--- config.mk ---
export PLATFORM = sky130hd
export DESIGN_NAME = syn_rx
export DESIGN_NICKNAME = d
export VERILOG_FILES = /design/src/rtl/syn_rx.sv
export SDC_FILE = /design/constraint.sdc
export NUM_CORES = 1
export LEC_CHECK = 0
export ABC_AREA = 1
export BUFFER_PORTS_ARGS = -buffer_cell sky130_fd_sc_hd__buf_4
export CORE_MARGIN = 2
export CORE_UTILIZATION = 25
export CTS_CLUSTER_SIZE = 12
export DETAILED_ROUTE_END_ITERATION = 6
export PLACE_DENSITY = 0.49
export SETUP_SLACK_MARGIN = 0.2
export SLEW_MARGIN = 25
export SYNTH_ARGS = -nofsm -noshare
export SYNTH_HDL_FRONTEND = slang
export SYNTH_SLANG_ARGS = --single-unit
--- constraint.sdc ---
create_clock -name clk_10M -period 3.16 [get_ports clk_10M]
set_clock_uncertainty 0.05 [all_clocks]
set_input_delay 0.79 -clock clk_10M [delete_from_list [all_inputs] [get_ports clk_10M]]
set_output_delay 0.79 -clock clk_10M [all_outputs]
set_load 0.02 [all_outputs]
--- src/rtl/syn_rx.sv ---
// Serial seconds receiver: decodes 8N1 frames carrying a seconds value and
// keeps a free-running local seconds counter resynchronised to each accepted value.
module syn_rx #(
   parameter int CLKS_PER_BIT  = 1042,
   parameter int TICKS_PER_SEC = 10000000,
   parameter int SEC_MAX       = 59
) (
   input  logic       clk_10M,
   input  logic       rst,
   input  logic       data_from_master,
   output logic [7:0] rx_data,
   output logic       rx_valid,
   output logic       frame_err,
   output logic [7:0] local_second,
   output logic       hz_tick,
   output logic       locked
);

   localparam int BAUD_W = (CLKS_PER_BIT > 1) ? $clog2(CLKS_PER_BIT) : 1;
   localparam int SUB_W  = (TICKS_PER_SEC > 1) ? $clog2(TICKS_PER_SEC) : 1;

   localparam logic [BAUD_W-1:0] BAUD_LAST = BAUD_W'(CLKS_PER_BIT - 1);
   localparam logic [BAUD_W-1:0] HALF_LAST = BAUD_W'(CLKS_PER_BIT / 2 - 1);
   localparam logic [BAUD_W-1:0] BAUD_ONE  = BAUD_W'(1);
   localparam logic [SUB_W-1:0]  SUB_LAST  = SUB_W'(TICKS_PER_SEC - 1);
   localparam logic [SUB_W-1:0]  SUB_ONE   = SUB_W'(1);
   localparam logic [7:0]        SEC_LIMIT = 8'(SEC_MAX);

   typedef enum logic [1:0] {
      IDLE  = 2'd0,
      START = 2'd1,
      DATA  = 2'd2,
      STOP  = 2'd3
   } state_t;

   state_t            state, state_nxt;
   logic              sync_1, sync_2, line_prev;
   logic              line_fall;
   logic [BAUD_W-1:0] baud_cnt, baud_cnt_nxt;
   logic [2:0]        bit_cnt, bit_cnt_nxt;
   logic [7:0]        shift_reg, shift_nxt;
   logic              frame_done;
   logic              frame_ok;
   logic [SUB_W-1:0]  sub_cnt;

   // Line resets to the idle level so release never looks like a start bit.
   always_ff @(posedge clk_10M or posedge rst) begin
      if (rst) begin
         sync_1    <= 1'b1;
         sync_2    <= 1'b1;
         line_prev <= 1'b1;
      end else begin
         sync_1    <= data_from_master;
         sync_2    <= sync_1;
         line_prev <= sync_2;
      end
   end

   assign line_fall = line_prev & ~sync_2;

   always_ff @(posedge clk_10M or posedge rst) begin
      if (rst) begin
         state     <= IDLE;
         baud_cnt  <= '0;
         bit_cnt   <= '0;
         shift_reg <= '0;
      end else begin
         state     <= state_nxt;
         baud_cnt  <= baud_cnt_nxt;
         bit_cnt   <= bit_cnt_nxt;
         shift_reg <= shift_nxt;
      end
   end

   always_comb begin
      state_nxt    = state;
      baud_cnt_nxt = baud_cnt;
      bit_cnt_nxt  = bit_cnt;
      shift_nxt    = shift_reg;
      frame_done   = 1'b0;
      case (state)
         IDLE: begin
            if (line_fall) begin
               state_nxt    = START;
               baud_cnt_nxt = '0;
               bit_cnt_nxt  = '0;
            end
         end
         START: begin
            if (baud_cnt == HALF_LAST) begin
               baud_cnt_nxt = '0;
               state_nxt    = sync_2 ? IDLE : DATA;
            end else begin
               baud_cnt_nxt = baud_cnt + BAUD_ONE;
            end
         end
         DATA: begin
            if (baud_cnt == BAUD_LAST) begin
               baud_cnt_nxt = '0;
               shift_nxt    = {sync_2, shift_reg[7:1]};
               bit_cnt_nxt  = bit_cnt + 3'd1;
               if (bit_cnt == 3'd7) begin
                  state_nxt = STOP;
               end
            end else begin
               baud_cnt_nxt = baud_cnt + BAUD_ONE;
            end
         end
         STOP: begin
            if (baud_cnt == BAUD_LAST) begin
               baud_cnt_nxt = '0;
               frame_done   = 1'b1;
               state_nxt    = IDLE;
            end else begin
               baud_cnt_nxt = baud_cnt + BAUD_ONE;
            end
         end
         default: state_nxt = IDLE;
      endcase
   end

   assign frame_ok = frame_done & sync_2 & (shift_reg <= SEC_LIMIT);

   always_ff @(posedge clk_10M or posedge rst) begin
      if (rst) begin
         rx_data   <= '0;
         rx_valid  <= 1'b0;
         frame_err <= 1'b0;
         locked    <= 1'b0;
      end else begin
         rx_valid  <= frame_ok;
         frame_err <= frame_done & ~frame_ok;
         if (frame_ok) begin
            rx_data <= shift_reg;
            locked  <= 1'b1;
         end
      end
   end

   // A received value overrides a coincident terminal count, so no tick is lost or doubled.
   always_ff @(posedge clk_10M or posedge rst) begin
      if (rst) begin
         sub_cnt      <= '0;
         local_second <= '0;
         hz_tick      <= 1'b0;
      end else begin
         hz_tick <= 1'b0;
         if (frame_ok) begin
            sub_cnt      <= '0;
            local_second <= shift_reg;
         end else if (sub_cnt == SUB_LAST) begin
            sub_cnt      <= '0;
            hz_tick      <= 1'b1;
            local_second <= (local_second >= SEC_LIMIT) ? 8'd0 : local_second + 8'd1;
         end else begin
            sub_cnt <= sub_cnt + SUB_ONE;
         end
      end
   end

endmodule

==> flow_metrics.tcl <==
set metrics [dict create \
    gp_congestion 0.835 \
    synth_xor_area_frac 0.0256 \
    syn_area_um2 3770 \
    syn_nets 488 \
    die_area_um2 16100 \
    top_register "sub_cnt" \
    min_period_ns 1.96 \
    crit_chain "inv_1 -> ha_1 -> nand2_2 -> inv_2 -> nand3_4 -> nor2_8 -> nand3_4 -> nand2_2 -> nor3b_1" \
    max_freq_mhz 511 \
    end_kind "register" \
    layout_commonest_cell "nand2_1" \
    synth_seq_cells 71 \
    cts_tree "built" \
    syn_inst 478 \
    critPathArrivalTime_ns 2.10 \
    status "finished, final reports clean" \
    yosys.area_share.simple 0.343 \
    drv_slew 0 \
    synth_compound_area_frac 0.0402 \
    grt_max_degree 72 \
    min_to "sync_2" \
    initial_core_util 0.257 \
    die_w_um 127 \
    cts_made_buffers 9 \
    io_buffers 22 \
    clk_latency_ns 0.34 \
    cts_resized 0 \
    ys_seq_area_frac 0.472 \
    drt-initial-drc-count 164 \
    area_growth_syn_to_layout_pct 17.4 \
    cp.required_ns 3.31 \
    crit_family "simple AND/OR/NAND/NOR gates" \
    worst_slew_pin_slew_ns 0.704 \
    slew_headroom 0.527 \
    ys.flop_type "dfrtp_1" \
    overflow 0 \
    path_clk_slew_ns 0.06 \
    layout-drive-gt1-share 0.136 \
    ys.warnings.count 0 \
    postCtsSetupRepairBufs 0 \
    fin_nets 519 \
    r2r_cells 9 \
    post-route-period-util 0.619 \
    hold_viol_final 0 \
    drv_cap 0 \
    die_height_um 127 \
    grt_pass1_wl_um 14500 \
    ant_nets 0 \
    viasPerCell 4.38 \
    async_reset_ff_frac 1.00 \
    ctsLongestPathBuffers 2 \
    reg2reg_to "sub_cnt[2]" \
    p_total_w 0.00224 \
    antenna_found_initial 0 \
    hp-class "register to register" \
    first_pass_iters 4 \
    final_cell_mix "nand2_1 (120), nor2_1 (69), dfrtp_1 (68), inv_1 (61), nand3_1 (42)" \
    grt_pass1_vias 2937 \
    critPathLaunchType "register" \
    coreArea_um2 14600 \
    htreeDepth 3 \
    power_density_nw_per_um2 506 \
    path_class "register to register" \
    reg.largest.list "sub_cnt x24, baud_cnt x11" \
    synth_top_family_by_area "simple AND/OR/NAND/NOR gates" \
    cp_max_fo 18 \
    synth_area_per_cell_um2 7.89 \
    synth_fa_ha_area_frac 0.0232 \
    synth_cell_types 33 \
    crit_slowest_cell "dfrtp_1" \
    cts.hold.buffers_added 0 \
    crit-reg2reg-launch "baud_cnt[1]" \
    wl_per_cell_um 11.9 \
    vdd_drop_max_v 0.000336 \
    p_leak_nw 2.17 \
    cts_sinks 71 \
    grtUsageTotal 0.111 \
    io_pins 23 \
    r2r_slack_ns 1.20 \
    fin_tns_setup_ns 0 \
    drc 0 \
    finalSetupViolCount 0 \
    largest_register_ffs 24 \
    diodes 0 \
    via_count 3057 \
    min-delay-start "sync_1" \
    grt_setup_unrepaired "false" \
    root_buffer "clkbuf_16" \
    hold_depth 0 \
    synth-edff-count 0 \
    slowest_delay_ns 0.40 \
    rows 44 \
    path_buf_inv 2 \
    synth_mux_area_frac 0.0179 \
    dp_hpwl_um 5990 \
    wl_um 8310 \
]
==> synthesized netlist by cell type, types with 3 or more instances <==
| cell type | number | area [um^2] |
|---|---|---|
| nand2_1 | 120 | 450 |
| mux2_4 | 3 | 45.0 |
| nand3_4 | 3 | 52.6 |
| nand4_1 | 9 | 56.3 |
| nor2_2 | 4 | 25.0 |
| xor2_1 | 10 | 87.6 |
| nor3b_1 | 7 | 52.6 |
| inv_2 | 6 | 22.5 |
| nand3_1 | 42 | 210 |
| dfstp_2 | 3 | 78.8 |
| nor3_1 | 17 | 85.1 |
| buf_6 | 3 | 33.8 |
| ha_1 | 7 | 87.6 |
| a21oi_1 | 5 | 25.0 |
| inv_1 | 62 | 233 |
| nand2_2 | 4 | 25.0 |
| nor2_1 | 69 | 259 |
| dfrtp_1 | 68 | 1700 |
| o21ai_0 | 18 | 90.1 |
==> worst reg2reg max path, cell delays in order, from the launching register on <==
cell and delay (ns):
dfrtp_1 0.40, inv_1 0.10, ha_1 0.18, nand2_2 0.07
inv_2 0.07, nand3_4 0.10, nor2_8 0.14, nand3_4 0.21
nand2_2 0.39, nor3b_1 0.11
==> cells by family after synthesis <==
kind of cell,count (synthesis)
flops,71
xor+xnor,11
mux,5
buf+inv,72
fa+ha+maj,7
simple gates,283
compound gates,29
==> per-stage QoR <==
step                setup WS [ns]  utilization  hold WS (ns)  area, um^2  instances
global route                 1.04        0.302         0.313        4430        698
floorplan                   0.528            -         0.295        3770        478
finish                       1.20        0.302         0.306        4430        698
detailed placement           1.19        0.283         0.299        4150        682
global placement             1.27        0.283         0.297        4150        682
CTS                          1.17        0.302         0.308        4430        698
==> how the worst max path moves through the flow <==
stage	startpoint	to	slack (ns)	cells after the start
5_1_grt	baud_cnt[1]	sub_cnt[20]	1.04	9
2_1_floorplan	rst	asynchronous set/reset pin	0.53	1
6_report	baud_cnt[1]	sub_cnt[2]	1.20	9
3_5_place_dp	baud_cnt[1]	sub_cnt[2]	1.19	9
4_1_cts	baud_cnt[1]	sub_cnt[2]	1.17	9
3_3_place_gp	baud_cnt[9]	sub_cnt[15]	1.27	6
==> final cells by class <==
class	instances	area, um^2
inverter	69	260
fill	1602	10200
timing repair buffer	23	185
clock inverter	6	46.3
tap	184	230
clock buffer	10	229
sequential	71	1780
multi-input combinational	335	1700
==> power by group <==
group	switching, W	internal, W	total (W)
sequential	0.0000459	0.000948	0.000994
combinational	0.000216	0.0000899	0.000306
clock	0.000404	0.000535	0.000939
==> metal layers <==
| metal | vias up | global-route usage | part of all wire |
|---|---|---|---|
| li1 | 1590 | - | - |
| met1 | 1410 | 0.147 | 0.50 |
| met2 | 48 | 0.178 | 0.46 |
| met3 | 9 | 0.0312 | 0.034 |
| met4 | 0 | 0.0310 | 0.013 |
| met5 | - | 0 | 0 |
(Power assumes the default switching activity.)
